==> src/rtl/ifu_prefetch.sv <==
// Decoupled instruction prefetcher: PC generator, credit-limited imem request port
// and a FIFO_DEPTH-entry instruction/PC buffer feeding decode over valid/ready.
module ifu_prefetch #(
    parameter int unsigned     PC_W        = 32,
    parameter int unsigned     INSTR_W     = 32,
    parameter int unsigned     FIFO_DEPTH  = 4,
    parameter logic [PC_W-1:0] PC_RST_ADDR = '0,
    parameter logic [PC_W-1:0] PC_INC      = 4
) (
    input  logic               clk_sys,
    input  logic               rst_sys_n,
    output logic               o_instr_req,
    input  logic               i_instr_gnt,
    output logic [PC_W-1:0]    o_instr_raddr,
    input  logic               i_instr_rvalid,
    input  logic [INSTR_W-1:0] i_instr_rdata,
    input  logic               i_jump_en,
    input  logic [PC_W-1:0]    i_jump_addr,
    output logic               o_instr_valid,
    input  logic               i_instr_ready,
    output logic [INSTR_W-1:0] o_instr,
    output logic [PC_W-1:0]    o_pc
);
    localparam int unsigned AW = $clog2(FIFO_DEPTH);
    localparam int unsigned CW = AW + 1;
    localparam logic [CW:0] DEPTH_C = (CW+1)'(FIFO_DEPTH);

    logic [PC_W-1:0]    fpc_q, fpc_d, rpc_q, rpc_d;
    logic [CW-1:0]      outst_q, outst_d, discard_q, discard_d, count_q, count_d;
    logic [AW-1:0]      wptr_q, wptr_d, rptr_q, rptr_d;
    logic [INSTR_W-1:0] instr_mem_q [FIFO_DEPTH];
    logic [PC_W-1:0]    pc_mem_q [FIFO_DEPTH];
    logic               rsp, gnt, push, pop;
    logic [CW:0]        credit;

    always_comb begin
        credit      = {1'b0, outst_q} + {1'b0, count_q};
        o_instr_req = !i_jump_en && (credit < DEPTH_C);
        gnt         = o_instr_req && i_instr_gnt;
        // rvalid with nothing outstanding is a protocol error and is ignored
        rsp         = i_instr_rvalid && (outst_q != '0);
        pop         = (count_q != '0) && i_instr_ready && !i_jump_en;
        push        = rsp && (discard_q == '0) && !i_jump_en;

        fpc_d     = fpc_q;
        rpc_d     = rpc_q;
        outst_d   = outst_q;
        discard_d = discard_q;
        count_d   = count_q;
        wptr_d    = wptr_q;
        rptr_d    = rptr_q;

        if (i_jump_en) begin
            // responses still in flight after this cycle belong to the old stream
            fpc_d     = i_jump_addr;
            rpc_d     = i_jump_addr;
            outst_d   = outst_q - CW'(rsp);
            discard_d = outst_q - CW'(rsp);
            count_d   = '0;
            wptr_d    = '0;
            rptr_d    = '0;
        end else begin
            outst_d = outst_q + CW'(gnt) - CW'(rsp);
            if (rsp && (discard_q != '0)) begin
                discard_d = discard_q - CW'(1);
            end
            if (push) begin
                wptr_d = wptr_q + AW'(1);
                rpc_d  = rpc_q + PC_INC;
            end
            if (pop) begin
                rptr_d = rptr_q + AW'(1);
            end
            count_d = count_q + CW'(push) - CW'(pop);
            if (gnt) begin
                fpc_d = fpc_q + PC_INC;
            end
        end
    end

    always_ff @(posedge clk_sys or negedge rst_sys_n) begin
        if (!rst_sys_n) begin
            fpc_q     <= PC_RST_ADDR;
            rpc_q     <= PC_RST_ADDR;
            outst_q   <= '0;
            discard_q <= '0;
            count_q   <= '0;
            wptr_q    <= '0;
            rptr_q    <= '0;
            for (int unsigned i = 0; i < FIFO_DEPTH; i++) begin
                instr_mem_q[i] <= '0;
                pc_mem_q[i]    <= '0;
            end
        end else begin
            fpc_q     <= fpc_d;
            rpc_q     <= rpc_d;
            outst_q   <= outst_d;
            discard_q <= discard_d;
            count_q   <= count_d;
            wptr_q    <= wptr_d;
            rptr_q    <= rptr_d;
            if (push) begin
                instr_mem_q[wptr_q] <= i_instr_rdata;
                pc_mem_q[wptr_q]    <= rpc_q;
            end
        end
    end

    always_comb begin
        o_instr_raddr = fpc_q;
        o_instr_valid = (count_q != '0);
        o_instr       = o_instr_valid ? instr_mem_q[rptr_q] : '0;
        o_pc          = o_instr_valid ? pc_mem_q[rptr_q] : '0;
    end

    a_no_overflow: assert property (@(posedge clk_sys) disable iff (!rst_sys_n)
        push |-> (({1'b0, count_q} < DEPTH_C) || pop));
    a_rvalid_proto: assert property (@(posedge clk_sys) disable iff (!rst_sys_n)
        i_instr_rvalid |-> (outst_q != '0));
    a_discard_bound: assert property (@(posedge clk_sys) disable iff (!rst_sys_n)
        discard_q <= outst_q);

endmodule

==> config.mk <==
export PLATFORM = sky130hd
export DESIGN_NAME = ifu_prefetch
export DESIGN_NICKNAME = d
export VERILOG_FILES = /design/src/rtl/ifu_prefetch.sv
export SDC_FILE = /design/constraint.sdc
export NUM_CORES = 1
export LEC_CHECK = 0
export BUFFER_PORTS_ARGS = -buffer_cell sky130_fd_sc_hd__buf_4
export CAP_MARGIN = 20
export CORE_MARGIN = 2
export CORE_UTILIZATION = 50
export CTS_BUF_LIST = sky130_fd_sc_hd__clkbuf_8
export CTS_CLUSTER_DIAMETER = 120
export DETAILED_ROUTE_END_ITERATION = 8
export PLACE_DENSITY = 0.72
export RECOVER_POWER = 50
export SETUP_SLACK_MARGIN = 0.5
export SLEW_MARGIN = 10
export SYNTH_ARGS = -nofsm -noshare
export SYNTH_HDL_FRONTEND = slang
export SYNTH_SLANG_ARGS = --single-unit
==> constraint.sdc <==
create_clock -name clk_sys -period 3.3 [get_ports clk_sys]
set_clock_uncertainty 0.1 [all_clocks]
set_input_delay 0.33 -clock clk_sys [delete_from_list [all_inputs] [get_ports clk_sys]]
set_output_delay 0.33 -clock clk_sys [all_outputs]
set_load 0.1 [all_outputs]
==> results of run 1 <==
==> per-layer routing <==
layer / vias to the layer above / GRT usage (%)
li1: 4740 / -
met1: 5407 / 32.0
met2: 346 / 37.2
met3: 54 / 4.61
met4: 0 / 5.81
met5: - / 0
==> worst min path at each step <==
stage	start	endpoint	slack, ps	depth (start not counted)
detailed placement	rst_sys_n	instr_mem_q[102]	310	1
floorplan	rst_sys_n	count_q[0]	-70	0
CTS	i_jump_addr[13]	o_instr_raddr[13]	7	3
global placement	rst_sys_n	instr_mem_q[102]	320	1
finish	i_jump_addr[13]	o_instr_raddr[13]	30	3
global route	i_jump_addr[23]	o_instr_raddr[23]	40	3
==> final cells by class <==
class                   instances  share of cell area, %
clock inverters                35                   1.38
repair buffers                262                   11.0
inverters                      21                  0.407
clock buffers                  70                   4.98
well taps                     402                   2.60
flip-flops and latches        333                   43.1
multi-input cells             740                   36.6
==> cell usage in the layout, fill, tap and decap left out, types with 3 or more instances in the layout <==
| cell type | n |
|---|---|
| a21boi_0 | 3 |
| clkinvlp_4 | 3 |
| nand2b_1 | 4 |
| clkinv_2 | 10 |
| o21ai_0 | 37 |
| o211ai_1 | 9 |
| inv_1 | 37 |
| and2_1 | 67 |
| mux2_2 | 265 |
| a31oi_1 | 6 |
| bufinv_16 | 4 |
| dfrtp_1 | 330 |
| clkbuf_8 | 70 |
| nand3_1 | 31 |
| xor2_1 | 31 |
| ha_1 | 15 |
| mux4_2 | 64 |
| nand4_1 | 27 |
| nor2b_1 | 5 |
| buf_12 | 8 |
| nor2_1 | 26 |
| nor4_1 | 3 |
| nor3_1 | 10 |
| nand2_1 | 53 |
| or3_1 | 3 |
| dlygate4sd3_1 | 65 |
| and3_1 | 8 |
| mux2i_1 | 3 |
| a21oi_1 | 13 |
| xnor2_1 | 15 |
| clkbuf_2 | 4 |
| clkbuf_1 | 32 |
| and4_1 | 4 |
| and2_4 | 4 |
| o311ai_0 | 10 |
| buf_4 | 151 |
==> tightest hold or removal path, cell delays in order <==
cell and delay (ps):
buf_4 90, nand2b_1 110, a21boi_1 150
==> stage by stage <==
stage	util (%)	instance area (µm²)	hold slack, ps	setup slack (ps)	total power [mW]
2_1_floorplan	-	15800	-65.6	471	10.5
6_report	61.7	19400	33.3	450	15.9
5_1_grt	61.7	19400	43.5	300	16.7
3_3_place_gp	56.0	17600	317	712	11.9
4_1_cts	62.1	19500	6.58	502	16.1
3_5_place_dp	56.0	17600	312	612	12.0
==> cells by family after synthesis <==
kind of cell / after synthesis / synth area share, %
multiplexers: 332 / 28.1
XOR/XNOR: 46 / 2.55
adder cells (fa/ha/maj): 18 / 1.52
buffers and inverters: 99 / 2.81
AND/OR/NAND/NOR: 258 / 9.00
flip-flops: 333 / 52.6
AO/OA/AOI/OAI: 86 / 3.33
==> power by group through the flow <==
stage | Sequential, mW | Clock [mW] | Combinational, mW
floorplan | 5.76 | 0 | 4.70
global placement | 5.49 | 0 | 6.40
detailed placement | 5.53 | 0 | 6.47
CTS | 5.42 | 4.04 | 6.66
global route | 5.53 | 4.23 | 6.92
finish | 5.42 | 3.95 | 6.56
==> state kept, by name, summed over array words and instances (netlist names) <==
register / cells
pc_mem_q: 128
instr_mem_q: 128
outst_q: 3
wptr_q: 2
rptr_q: 2
discard_q: 3
o_instr_raddr: 32
rpc_q: 32
count_q: 3
==> timing repair <==
| action | in CTS | in global routing |
|---|---|---|
| hold buffers | 65 | 0 |
| endpoints found under the setup margin | 64 | 165 |
| pin swaps | 0 | 1 |
| buffers inserted | 3 | 0 |
| gates resized for setup | 3 | 4 |
| endpoints found under the hold margin | 281 | 0 |
==> impl_metrics.py, run 1 <==
metrics = {
    "drt": {
        "via_per_inst": 5.66,
        "drc_errors": 0,
        "first_iter_violations": 637,
        "highest_layer": "met4",
        "wl_met2_um": 17800,
        "met3_length_um": 2290,
        "routed_wl_um": 37200,
        "wl_met1_um": 16300,
        "postRouteAntennaNets": 0,
        "drt-pass1-iter-count": 4,
        "vias": 10547,
        "drt-wirelength-per-cell_um": 20.0,
    },
    "power_and_ir_drop": {
        "power.density_nw_per_um2": 823,
        "p_switching_mw": 6.61,
        "leakagePower_nw": 8.92,
        "ir_drop_mv": 0.546,
        "p_int_mw": 9.33,
        "p_comb_share_pct": 41.2,
        "swShare_pct": 41.5,
        "share_seq_of_total_power_pct": 34.0,
        "clkPwrFrac_pct": 24.8,
    },
    "floorplanning": {
        "die_area_um2": 33100,
        "die_width_um": 182,
        "die_y_um": 182,
        "rows": 65,
        "io_pins": 168,
        "start_util_pct": 50.4,
        "core_um2": 31400,
    },
    "place": {
        "dp_hpwl_um": 23300,
        "gp_congestion": 0.858,
        "placed_cells": 1690,
        "port_buffers": 167,
    },
    "worst_setup_path": {
        "crit_cells": 7,
        "r2r_start": "outst_q[2]",
        "path_buf_inv": 5,
        "worstSetupEndpointType": "flop",
        "path_cells": "dlygate4sd3_1 > buf_4 > clkbuf_2 > inv_1 > buf_4 > nor2_1 > a21oi_1",
        "startpoint": "i_jump_en",
        "crit_fanout": 66,
        "crit_family": "buffers and inverters",
        "cp.required_ps": 3660,
        "arrival_ps": 3210,
        "crit_top_cell": "buf_4",
        "ff2ff_setup_slack_ps": 640,
        "critPathMaxStageDelay_ps": 1030,
        "reg2regPathDepth": 11,
        "reg2reg_to": "outst_q[2]",
        "cpMaxStageDelayCell": "clkbuf_2",
        "path_class": "input port to flop",
        "crit_end": "rpc_q[3]",
        "worstSetupStartpointType": "input port",
    },
    "global_routing": {
        "overflow": 0,
        "grt_usage_pct": 22.9,
        "grt_pass1_wl_um": 60500,
        "grt_start_max_net_pins": 94,
        "antenna_found_initial": 0,
        "grt_pass1_vias": 11079,
    },
    "cts": {
        "cts_buffer_depth": 3,
        "cts_sinks": 333,
        "clk_latency_ps": 600,
        "h-tree-depth": 2,
        "clk_pin_slew_ps": 60,
        "root_buffer": "clkbuf_8",
        "cts_tree": "yes",
        "cts_buffers": 57,
    },
    "sta": {
        "tightestPinTransition_ps": 1440,
        "fmax_ghz": 0.351,
        "slew_violations": 0,
        "rsz0062_at_grt": "true",
        "fin_crit_sh_pct": 86.4,
        "finalHoldViolCount": 0,
        "slew_headroom_pct": 3.88,
        "setup_viol": 0,
        "finalSetupTns_ps": 0,
        "period_minus_slack_ps": 2850,
    },
    "synthesis": {
        "ys_warn_count": 0,
        "synthDominantCellAreaShare_pct": 52.6,
        "synthTopCellsByCount": "333 x dfrtp_1, 265 x mux2_2, 71 x and2_1, 64 x mux4_2, 53 x nand2_1",
        "ys_ff_latch": 333,
        "syn_area_per_cell_um2": 13.5,
        "netlist-cell-type-count": 45,
        "synth_area_um2": 15800,
        "yosysTopAreaCell": "dfrtp_1",
        "synth.most_common_cell": "dfrtp_1",
        "synth_edf_count": 0,
        "syn_nets": 1260,
        "synth_area_leaders": "dfrtp_1 53%, mux2_2 19%, mux4_2 9.1%",
        "ys_seq_area_share_pct": 52.6,
        "synth-main-ff-cell": "dfrtp_1",
        "postSynthCellCount": 1172,
        "ys_async_sr_fraction_pct": 100,
    },
    "cells_and_area": {
        "regArea_um2": 8340,
        "nNetsFinal": 1503,
        "diodes": 0,
        "multi_input_area_um2": 7080,
        "fill_cells": 2452,
        "area_growth_pct": 22.3,
        "drive_above_1_share_pct": 41.1,
        "stdcell_count": 1863,
    },
    "run_status": {
        "status": "finished clean",
    },
    "run": {
        "max_cap_viol_count": 0,
    },
    "hold_path": {
        "hold_path.class": "input port to flop",
    },
}
Note: power is estimated with default switching activity, not from simulation.
==> run 2, diff against run 1 <==
- CORE_UTILIZATION: 50 -> 35
- PLACE_DENSITY: 0.72 -> default
==> impl_metrics.py, run 2 (synthesized netlist as in run 1, its figures left out) <==
metrics = {
    "run_status": {
        "status": "finished, violations left",
        "failed_checks": "max-capacitance violations, max-slew violations",
    },
    "cts": {
        "clk_latency_ps": 630,
        "cts_tree": "yes",
        "root_buffer": "clkbuf_8",
        "cts_sinks": 333,
        "clk_pin_slew_ps": 60,
        "cts_buffer_depth": 3,
        "h-tree-depth": 2,
        "cts_buffers": 58,
    },
    "cells_and_area": {
        "area_growth_pct": 30.4,
        "mostFrequentLayoutCells": "328 x dfrtp_1, 265 x mux2_2, 91 x buf_4, 76 x clkbuf_8, 67 x dlygate4sd3_1",
        "nNetsFinal": 1523,
        "final_common_cell": "dfrtp_1",
        "reg_top3": "instr_mem_q: 128 flops, pc_mem_q: 128 flops",
        "drive_above_1_share_pct": 44.5,
        "diodes": 0,
    },
    "global_routing": {
        "grt_usage_pct": 17.6,
        "grt_pass1_vias": 11158,
        "grt_start_max_net_pins": 109,
        "overflow": 0,
        "grt_pass1_wl_um": 64600,
        "antenna_found_initial": 0,
    },
    "sta": {
        "fmax_ghz": 0.360,
        "worst_slack_ps": 521,
        "finalSetupTns_ps": 0,
        "rsz0062_at_grt": "true",
        "slew_violations": 72,
        "slew_headroom_pct": -9.70,
        "finalHoldViolCount": 0,
        "tightestPinTransition_ps": 1640,
        "period_minus_slack_ps": 2780,
        "setup_viol": 0,
        "fin_crit_sh_pct": 84.2,
    },
    "worst_setup_path": {
        "worstSetupEndpointType": "primary output",
        "crit_fanout": 6,
        "arrival_ps": 2350,
        "ff2ff_setup_slack_ps": 620,
        "path_class": "flop to primary output",
        "worstSetupStartpointType": "flop",
        "cp.required_ps": 2870,
    },
    "place": {
        "port_buffers": 167,
        "gp_congestion": 0.859,
        "pre_cts_slack_ps": 582,
        "dp_hpwl_um": 25700,
    },
    "drt": {
        "via_per_inst": 5.16,
        "drc_errors": 0,
        "postRouteAntennaNets": 0,
        "drt-pass1-iter-count": 5,
        "first_iter_violations": 689,
        "routed_wl_um": 41100,
        "vias": 10665,
        "drt-wirelength-per-cell_um": 19.9,
    },
    "hold_path": {
        "hold_path.class": "input port to flop",
    },
    "power_and_ir_drop": {
        "ir_drop_mv": 0.539,
        "power.density_nw_per_um2": 828,
        "leakagePower_nw": 9.27,
    },
    "floorplanning": {
        "io_pins": 168,
        "die_y_um": 217,
        "die_area_um2": 46900,
        "rows": 77,
        "start_util_pct": 35.6,
        "core_um2": 44400,
        "die_width_um": 217,
    },
    "run": {
        "max_cap_viol_count": 2,
    },
}
## run 2: cell count changes in the layout (fill, tap and decap cells not counted), moves of 7 or more
cell      delta
buf_6       +11
buf_12      +46
buf_4       -60
clkinv_2     -7
and2_4      +47
and2_1      -47
## run 2: final timing paths
| check | startpoint | cells after the start | to |
|---|---|---|---|
| max | rptr_q[0] | 6 | o_pc[29] |
| min in group asynchronous | rst_sys_n | 2 | instr_mem_q[101] |
| max in group asynchronous | rst_sys_n | 3 | rpc_q[26] |
| max reg2reg | outst_q[2] | 11 | outst_q[2] |
| min reg2reg | pc_mem_q[49] | 1 | pc_mem_q[49] |
| min | i_jump_addr[13] | 3 | o_instr_raddr[13] |
## run 2: per-layer routing
metal,global-route usage (%),part of all wire (%),up-vias
met5,0,0,-
met4,5.05,1.9,0
met3,3.17,4.6,60
met2,27.2,46,275
met1,25.3,47,5553
li1,-,-,4777
## run 2: final cells by class
class                           count  area (µm²)
Clock inverter                     24         109
Multi-Input combinational cell    740        7200
Timing Repair Buffer              281        3130
Tap cell                          592         741
Clock buffer                       76        1050
Fill cell                        3965       23800
Sequential cell                   333        8340
Inverter                           21        78.8
## run 2: critical path: stages (launching register included)
cell and delay [ps]:
dfrtp_4 460, buf_12 170, buf_12 130, buf_16 120
mux4_2 500, and2_4 180, buf_12 160
## run 2: stage by stage
| step | cells | utilization (%) | cell area [µm²] | hold slack, ps | total power [mW] |
|---|---|---|---|---|---|
| 4_1_cts | 2062 | 45.5 | 20200 | 6.25 | 16.7 |
| 2_1_floorplan | 1172 | - | 15800 | -65.6 | 10.5 |
| 6_report | 2067 | 46.5 | 20600 | 58.6 | 17.1 |
| 5_1_grt | 2067 | 46.5 | 20600 | 32.6 | 17.9 |
| 3_5_place_dp | 1886 | 40.3 | 17900 | 365 | 12.1 |
| 3_3_place_gp | 1886 | 40.3 | 17900 | 362 | 12.0 |
## run 2: power by group
part / total [mW] / switching (mW) / internal (mW)
sequential: 5.44 / 0.577 / 4.86
clock: 3.72 / 1.68 / 2.04
combinational: 7.95 / 4.68 / 3.27
total: 17.1 / 6.93 / 10.2
## run 2: repair_timing
action	4_1_cts	5_1_grt
hold buffers	67	0
pin swaps	0	3
setup endpoints to repair	65	160
gates cloned	6	4
setup buffers	3	1
gates resized for setup	79	140
hold endpoints to repair	292	0
